[config.mk]
export PLATFORM = sky130hd
export DESIGN_NAME = ctr_selftest
export DESIGN_NICKNAME = d
export VERILOG_FILES = /design/src/rtl/ctr_selftest_pkg.sv /design/src/rtl/ctr_selftest_capture.sv /design/src/rtl/ctr_selftest.sv
export SDC_FILE = /design/constraint.sdc
export NUM_CORES = 1
export LEC_CHECK = 0
export ABC_AREA = 1
export BUFFER_PORTS_ARGS = -buffer_cell sky130_fd_sc_hd__clkbuf_2
export CAP_MARGIN = 20
export CORE_ASPECT_RATIO = 0.6
export CORE_MARGIN = 3
export CORE_UTILIZATION = 60
export CTS_BUF_LIST = sky130_fd_sc_hd__clkbuf_8
export CTS_CLUSTER_DIAMETER = 40
export CTS_CLUSTER_SIZE = 14
export DETAILED_ROUTE_END_ITERATION = 12
export PLACE_DENSITY = 0.95
export SETUP_SLACK_MARGIN = 0.5
export SKIP_CTS_REPAIR_TIMING = 1
export SLEW_MARGIN = 20
export SYNTH_ARGS = -nofsm -noshare
export SYNTH_HDL_FRONTEND = slang
export SYNTH_SLANG_ARGS = --single-unit
[constraint.sdc]
create_clock -name clk -period 5.41 [get_ports clk]
set_input_delay 0.8115 -clock clk [delete_from_list [all_inputs] [get_ports clk]]
set_output_delay 0.8115 -clock clk [all_outputs]
set_load 0.02 [all_outputs]
[src/rtl/ctr_selftest_pkg.sv]
// Shared types and default sizes for the blinky-counter self-test.
package ctr_selftest_pkg;

  typedef enum logic [1:0] {
    S_IDLE  = 2'd0,
    S_RESET = 2'd1,
    S_CHECK = 2'd2,
    S_DONE  = 2'd3
  } state_e;

  localparam int DEF_WIDTH = 8;
  localparam int DEF_ERR_W = 16;

endpackage

[src/rtl/ctr_selftest_capture.sv]
// First-mismatch capture: records compare index, gold and gate values of the
// first mismatch of a run; cleared at each run start.
module ctr_selftest_capture
  import ctr_selftest_pkg::*;
#(
  parameter int WIDTH = DEF_WIDTH
) (
  input  logic             clk,
  input  logic             rst_n,
  input  logic             clear_i,
  input  logic             cmp_i,
  input  logic             mismatch_i,
  input  logic [WIDTH-1:0] gold_i,
  input  logic [WIDTH-1:0] gate_i,
  output logic [15:0]      fail_idx_o,
  output logic [WIDTH-1:0] fail_gold_o,
  output logic [WIDTH-1:0] fail_gate_o
);

  logic [15:0]      idx_q, idx_d;
  logic             seen_q, seen_d;
  logic [15:0]      fidx_q, fidx_d;
  logic [WIDTH-1:0] fgold_q, fgold_d;
  logic [WIDTH-1:0] fgate_q, fgate_d;

  always_comb begin
    idx_d   = idx_q;
    seen_d  = seen_q;
    fidx_d  = fidx_q;
    fgold_d = fgold_q;
    fgate_d = fgate_q;
    if (clear_i) begin
      idx_d   = '0;
      seen_d  = 1'b0;
      fidx_d  = '0;
      fgold_d = '0;
      fgate_d = '0;
    end else if (cmp_i) begin
      // Index saturates so a very long run still reports a bounded position.
      if (idx_q != 16'hFFFF) idx_d = idx_q + 16'd1;
      if (mismatch_i && !seen_q) begin
        seen_d  = 1'b1;
        fidx_d  = idx_q;
        fgold_d = gold_i;
        fgate_d = gate_i;
      end
    end
  end

  always_ff @(posedge clk or negedge rst_n) begin
    if (!rst_n) begin
      idx_q   <= '0;
      seen_q  <= 1'b0;
      fidx_q  <= '0;
      fgold_q <= '0;
      fgate_q <= '0;
    end else begin
      idx_q   <= idx_d;
      seen_q  <= seen_d;
      fidx_q  <= fidx_d;
      fgold_q <= fgold_d;
      fgate_q <= fgate_d;
    end
  end

  assign fail_idx_o  = fidx_q;
  assign fail_gold_o = fgold_q;
  assign fail_gate_o = fgate_q;

endmodule

[src/rtl/ctr_selftest.sv]
// On-chip self-test for the blinky counter: resets it, then compares it with a
// gold counter. First-mismatch capture is built only with CTR_SELFTEST_CAPTURE_EN.
module ctr_selftest
  import ctr_selftest_pkg::*;
#(
  parameter int WIDTH        = DEF_WIDTH,
  parameter int RST_CYCLES   = 5,
  parameter int CHECK_CYCLES = 500,
  parameter int ERR_W        = DEF_ERR_W
) (
  input  logic             clk,
  input  logic             rst_n,
  input  logic             start,
  input  logic [WIDTH-1:0] dut_ctr,
  output logic             dut_rst,
  output logic             busy,
  output logic             done,
  output logic             pass,
  output logic [ERR_W-1:0] err_cnt,
  output logic [15:0]      fail_idx,
  output logic [WIDTH-1:0] fail_gold,
  output logic [WIDTH-1:0] fail_gate,
  output logic [1:0]       dbg_state
);

  // start is a single-cycle request accepted only in IDLE or DONE; there is no
  // ready: a pulse while busy is dropped, and done stays up until the next start.

  localparam int MAX_LOAD = (RST_CYCLES > CHECK_CYCLES) ? RST_CYCLES : CHECK_CYCLES;
  localparam int CNT_W    = (MAX_LOAD > 1) ? $clog2(MAX_LOAD) : 1;
  localparam logic [CNT_W-1:0] RST_LOAD = CNT_W'(RST_CYCLES - 1);
  localparam logic [CNT_W-1:0] CHK_LOAD = CNT_W'(CHECK_CYCLES - 1);

  state_e           state_q, state_d;
  logic [CNT_W-1:0] cnt_q, cnt_d;
  logic [WIDTH-1:0] gold_q, gold_d;
  logic [ERR_W-1:0] err_q, err_d;
  logic             pass_q, pass_d;
  logic             dut_rst_q, dut_rst_d;
  logic             run_start;
  logic             in_check;
  logic             mismatch;

  assign in_check = (state_q == S_CHECK);
  assign mismatch = in_check && (dut_ctr != gold_q);

  always_comb begin
    state_d   = state_q;
    cnt_d     = cnt_q;
    gold_d    = gold_q;
    err_d     = err_q;
    pass_d    = pass_q;
    dut_rst_d = dut_rst_q;
    run_start = 1'b0;
    case (state_q)
      S_IDLE: begin
        dut_rst_d = 1'b1;
        cnt_d     = RST_LOAD;
        run_start = start;
      end
      S_RESET: begin
        dut_rst_d = 1'b1;
        if (cnt_q == '0) begin
          // Release the counter on this edge so it reads 0 on the first compare.
          state_d   = S_CHECK;
          dut_rst_d = 1'b0;
          cnt_d     = CHK_LOAD;
        end else begin
          cnt_d = cnt_q - CNT_W'(1);
        end
      end
      S_CHECK: begin
        gold_d = gold_q + WIDTH'(1);
        if (mismatch && (err_q != '1)) err_d = err_q + ERR_W'(1);
        if (cnt_q == '0) begin
          state_d = S_DONE;
          pass_d  = (err_q == '0) && !mismatch;
        end else begin
          cnt_d = cnt_q - CNT_W'(1);
        end
      end
      S_DONE: begin
        dut_rst_d = 1'b0;
        cnt_d     = RST_LOAD;
        run_start = start;
      end
      default: state_d = S_IDLE;
    endcase
    if (run_start) begin
      state_d   = S_RESET;
      dut_rst_d = 1'b1;
      gold_d    = '0;
      err_d     = '0;
      pass_d    = 1'b0;
    end
  end

  always_ff @(posedge clk or negedge rst_n) begin
    if (!rst_n) begin
      state_q   <= S_IDLE;
      cnt_q     <= '0;
      gold_q    <= '0;
      err_q     <= '0;
      pass_q    <= 1'b0;
      dut_rst_q <= 1'b1;
    end else begin
      state_q   <= state_d;
      cnt_q     <= cnt_d;
      gold_q    <= gold_d;
      err_q     <= err_d;
      pass_q    <= pass_d;
      dut_rst_q <= dut_rst_d;
    end
  end

  assign dut_rst   = dut_rst_q;
  assign busy      = (state_q == S_RESET) || in_check;
  assign done      = (state_q == S_DONE);
  assign pass      = pass_q;
  assign err_cnt   = err_q;
  assign dbg_state = state_q;

`ifdef CTR_SELFTEST_CAPTURE_EN
  ctr_selftest_capture #(
    .WIDTH(WIDTH)
  ) u_capture (
    .clk        (clk),
    .rst_n      (rst_n),
    .clear_i    (run_start),
    .cmp_i      (in_check),
    .mismatch_i (mismatch),
    .gold_i     (gold_q),
    .gate_i     (dut_ctr),
    .fail_idx_o (fail_idx),
    .fail_gold_o(fail_gold),
    .fail_gate_o(fail_gate)
  );
`else
  assign fail_idx  = '0;
  assign fail_gold = '0;
  assign fail_gate = '0;
`endif

endmodule

After elaboration in Yosys (flattened, before gate mapping)
Index checks and enable logic that the tools add are counted. W data, S select, Z words.

$add $sub $neg: 3. Multiplexer cells: 19. Reduce and logical (&&, ||, !) cells: 17. Equal/unequal tests: 8.

Operator list (count): $mux W16 (3); $pmux W9 S3 (1); $mux W9 (2); $add A16 B1 Y16 const B (1); $logic_not A16 Y1 (1); $mux W8 (2); $ne A16 B16 Y1 const B (1); $logic_not A9 Y1 (1); $sub A9 B1 Y9 const B (1); $add A8 B1 Y8 const B (1); $ne A8 B8 Y1 (1); $mux W1 (6); $mux W2 (3); $reduce_bool A2 Y1 (3); $eq A2 B2 Y1 const B (2); $pmux W2 S2 (1); $reduce_and A2 Y1 (2); $reduce_bool A4 Y1 (1); $logic_and A1 B1 Y1 (3); $ne A3 B2 Y1 const B (1); $ne A3 B3 Y1 const B (1); $pmux W1 S3 (1); $reduce_and A3 Y1 (1); $reduce_bool A3 Y1 (1); 6 further kinds (6).

Register bits: 37. Bits of input ports: 11. Output and inout bits: 54. Logic and storage cells: 53.

Logic depth before layout (Yosys ltp)
Depth after elaboration: 7. Depth in mapped cells: 11. Mapped depth without buffers: 10.

Worst setup path after synthesis
No wires, ideal clock.

Path type: register to register. Start: register state_q[0], in the netlist dbg_state[0]. End: register state_q[1], in the netlist dbg_state[1]. Arrival: 1.774 ns. Required time: 5.273 ns. Setup slack: 3.500 ns. Library setup time: 0.137 ns. Path buffers: 0. Cell stages (with the launch flop): 9. Period minus slack after synthesis: 1.910 ns. Path through: dfrtp_1 > inv_1 > ha_1 > nand2_1 > clkinv_1 > nor2_1 > inv_1 > o211ai_1 > o21ai_0.

Longest elaborated chain between the ends: 5. Elaborated cells between the ends (all ways): 12. Classes of those cells: 5 x eq/ne; 3 x mux; 4 x reduce/logical.

Ends and longest elaborated chain: from (decl) (RTL line ctr_selftest.sv:34) `state_e state_q, state_d;`; from (signal assigned) (RTL line ctr_selftest.sv:107) `state_q <= state_d;`; $eq A2 B2 Y1 or $logic_not A2 Y1 (tied branches) (RTL line ctr_selftest.sv:55) `case (state_q)`; $reduce_or A2 Y1 (no source line); $mux W1 (RTL line ctr_selftest.sv:55); $ne A3 B3 Y1 (no source line), or another cell as far along; $reduce_and A3 Y1 (no source line).

Several ways; a longest one is shown, not always the timed one. A chain may end at the register's enable or synchronous reset.

Final worst setup path
Start: register state_q[0], in the netlist dbg_state[0]. End: register state_q[0], in the netlist dbg_state[0].

Same word-level chain as after synthesis.

==> qor.yml <==
grt_pass1_vias: 2065
track_usage: 0.226
drt-initial-drc-count: 207
overflow: 0
clock_sinks: 37
antenna_found_initial: 0
cts-root-buf: "clkbuf_8"
netlist_instances: 369
slowest_stage: "clkinv_1"
syn_area_sq_um: 2680
fill_cells: 370
start_util: 0.639
num_vias: 2341
pin_count: 65
area_growth_pct: 6.45
drtPass1Iterations: 5
most-common-layout-cells: "nand2_1, nor2_1, inv_1"
die-area_sq_um: 5320
min_path_type: "reg -> reg"
multi_input_area_sq_um: 1420
crit_path_max_fanout: 30
grt_max_degree: 38
p_leak_nw: 1.55
antenna_cells: 0
cts_buffer_depth: 2
clk_pin_slew_ps: 90
tightest_slew_ps: 986
relSlewSlack: 0.341
max_freq_mhz: 307
rsz0062_at_grt: "false"
maxCapViolations: 0
nets: 421
post_drt_wl_per_cell_microns: 12.1
final_core_utilization: 0.680
path_class: "reg -> reg"
drv_slew: 0
synth.top_cells.by_area: "dfrtp_1, nand2_1, buf_4, nor2_1, nand3_1"
crit_top_cell: "inv_1"
cts_buffers: 5
h-tree-depth: 2
yosysWarnings: 0
die_width_microns: 92.2
finalSetupTns_ps: 0
layout_commonest_cell: "nand2_1"
status: "complete, no violations"
critPathTopFamily: "simple AND/OR/NAND/NOR gates"
fp.dieH_microns: 57.7
dp_hpwl_mm: 4.12
cp-end-kind: "flop"
fin_skew_ps: 14.2
avgSynthCellArea_sq_um: 7.25
place.gp.congestion: 0.909
start_kind: "flop"
synth-seq-cells: 37
drc: 0
synth_top_area_cell: "dfrtp_1"
cp_data_arrival_time_ps: 3450
finalCritPeriodShare: 0.603
synth-seq-area-share: 0.347
grt_pass1_wl_mm: 9.47
clock_latency_ps: 300
cp.required_ps: 5590
coreArea_sq_um: 4190
finalCriticalPeriod_ps: 3260
path_buf_inv: 3
hold_violations: 0
drt-vias-per-instance: 5.08
synth_top_area_frac: 0.337
ant_nets: 0
cts_tree: "built"
critical-path-max-stage-delay_ps: 760
synth.distinct_cells: 34
drive_gt1_frac: 0.122
rows: 18
cp_cell_sequence: "inv_1, ha_1, nand2_1, clkinv_1, nor2_1, inv_1, o211ai_1, o21ai_0"
setup_viol: 0
irDropWorstVdd_mv: 0.285
wirelength_mm: 5.56
final-seq-area_sq_um: 927
port_buffers: 32
cellPowerDensity_nw_per_um2: 454
## cells by family (layout without fill, tap and decap cells)
kind of cell / after synthesis / count (layout) / synth area share
DFF: 37 / 37 / 0.347
xor gates and xnor gates: 18 / 18 / 0.0589
AOI/OAI and AO/OA: 28 / 28 / 0.0575
buffers and inverters: 78 / 79 / 0.165
other: 1 / 32 / 0.00140
and+or+nand+nor: 197 / 197 / 0.324
adders and majority gates: 10 / 10 / 0.0468
## synthesized netlist by cell type (all sizes together)
| cell | instances |
|---|---|
| nand2 | 95 |
| and3 | 1 |
| or2 | 1 |
| clkbuf | 2 |
| xnor2 | 6 |
| dfstp | 1 |
| o211ai | 1 |
| nand4 | 4 |
| dfrtp | 36 |
| o31ai | 2 |
| nand3b | 2 |
| o22ai | 1 |
| nor3 | 7 |
| and2 | 1 |
| a31oi | 2 |
| a21oi | 10 |
| inv | 38 |
| a211oi | 1 |
| nor2 | 51 |
| ha | 10 |
| o21ai | 11 |
| clkinv | 1 |
| conb | 1 |
| buf | 37 |
| nand3 | 35 |
| xor2 | 12 |
## worst reg2reg max path, cell delays in order (launching register included)
cell and delay [ps]:
dfrtp_1 450, inv_1 100, ha_1 320, nand2_1 730, clkinv_1 770, nor2_1 290
inv_1 80, o211ai_1 270, o21ai_0 130
## state kept, by name, summed over array words and instances, names as in the netlist
name,count
cnt_q,9
err_cnt,16
dbg_state,2
dut_rst,1
gold_q,8
pass,1
## layout make-up
class,instances,share of cell area
sequential,37,0.326
clock inverter,3,0.0163
timing repair buffer,32,0.0562
tap,60,0.0264
clock buffer,5,0.0242
inverter,39,0.0514
multi-input combinational,285,0.500
## per-stage QoR
step           std cells  setup slack, ps  area [sq um]  hold WS [ps]  total power, W
6_report             461             2150          2850           555         0.00129
5_1_grt              461             1750          2850           589         0.00140
4_1_cts              461             2160          2850           559         0.00129
3_5_place_dp         453             2140          2730           540         0.00104
3_3_place_gp         453             2240          2730           498         0.00101
2_1_floorplan        400             3500          2790           516        0.000930
## power by group
| group | internal [W] | switching, W |
|---|---|---|
| logic | 0.000196 | 0.000450 |
| registers | 0.000339 | 0.0000637 |
| clock network | 0.000138 | 0.000106 |
| total | 0.000673 | 0.000620 |
## metal layers
metal,up-vias,global-route usage,share of wire
met3,12,0.0493,0.085
met2,103,0.333,0.42
met5,-,0,0
met4,0,0.106,0.019
met1,1066,0.323,0.48
li1,1160,-,-
## final timing paths
check / from / endpoint / slack (ps) / cells after the start
worst max-delay path: dbg_state[0] / dbg_state[0] / 2150 / 8
worst min-delay path: dut_rst / dut_rst / 550 / 2
worst max register to register: dbg_state[0] / dbg_state[0] / 2150 / 8
worst min register to register: dut_rst / dut_rst / 550 / 2
max in group asynchronous: rst_n / err_cnt[9] / 4210 / 1
min in group asynchronous: rst_n / err_cnt[4] / 630 / 1
Note: power is estimated with default switching activity, not from simulation.
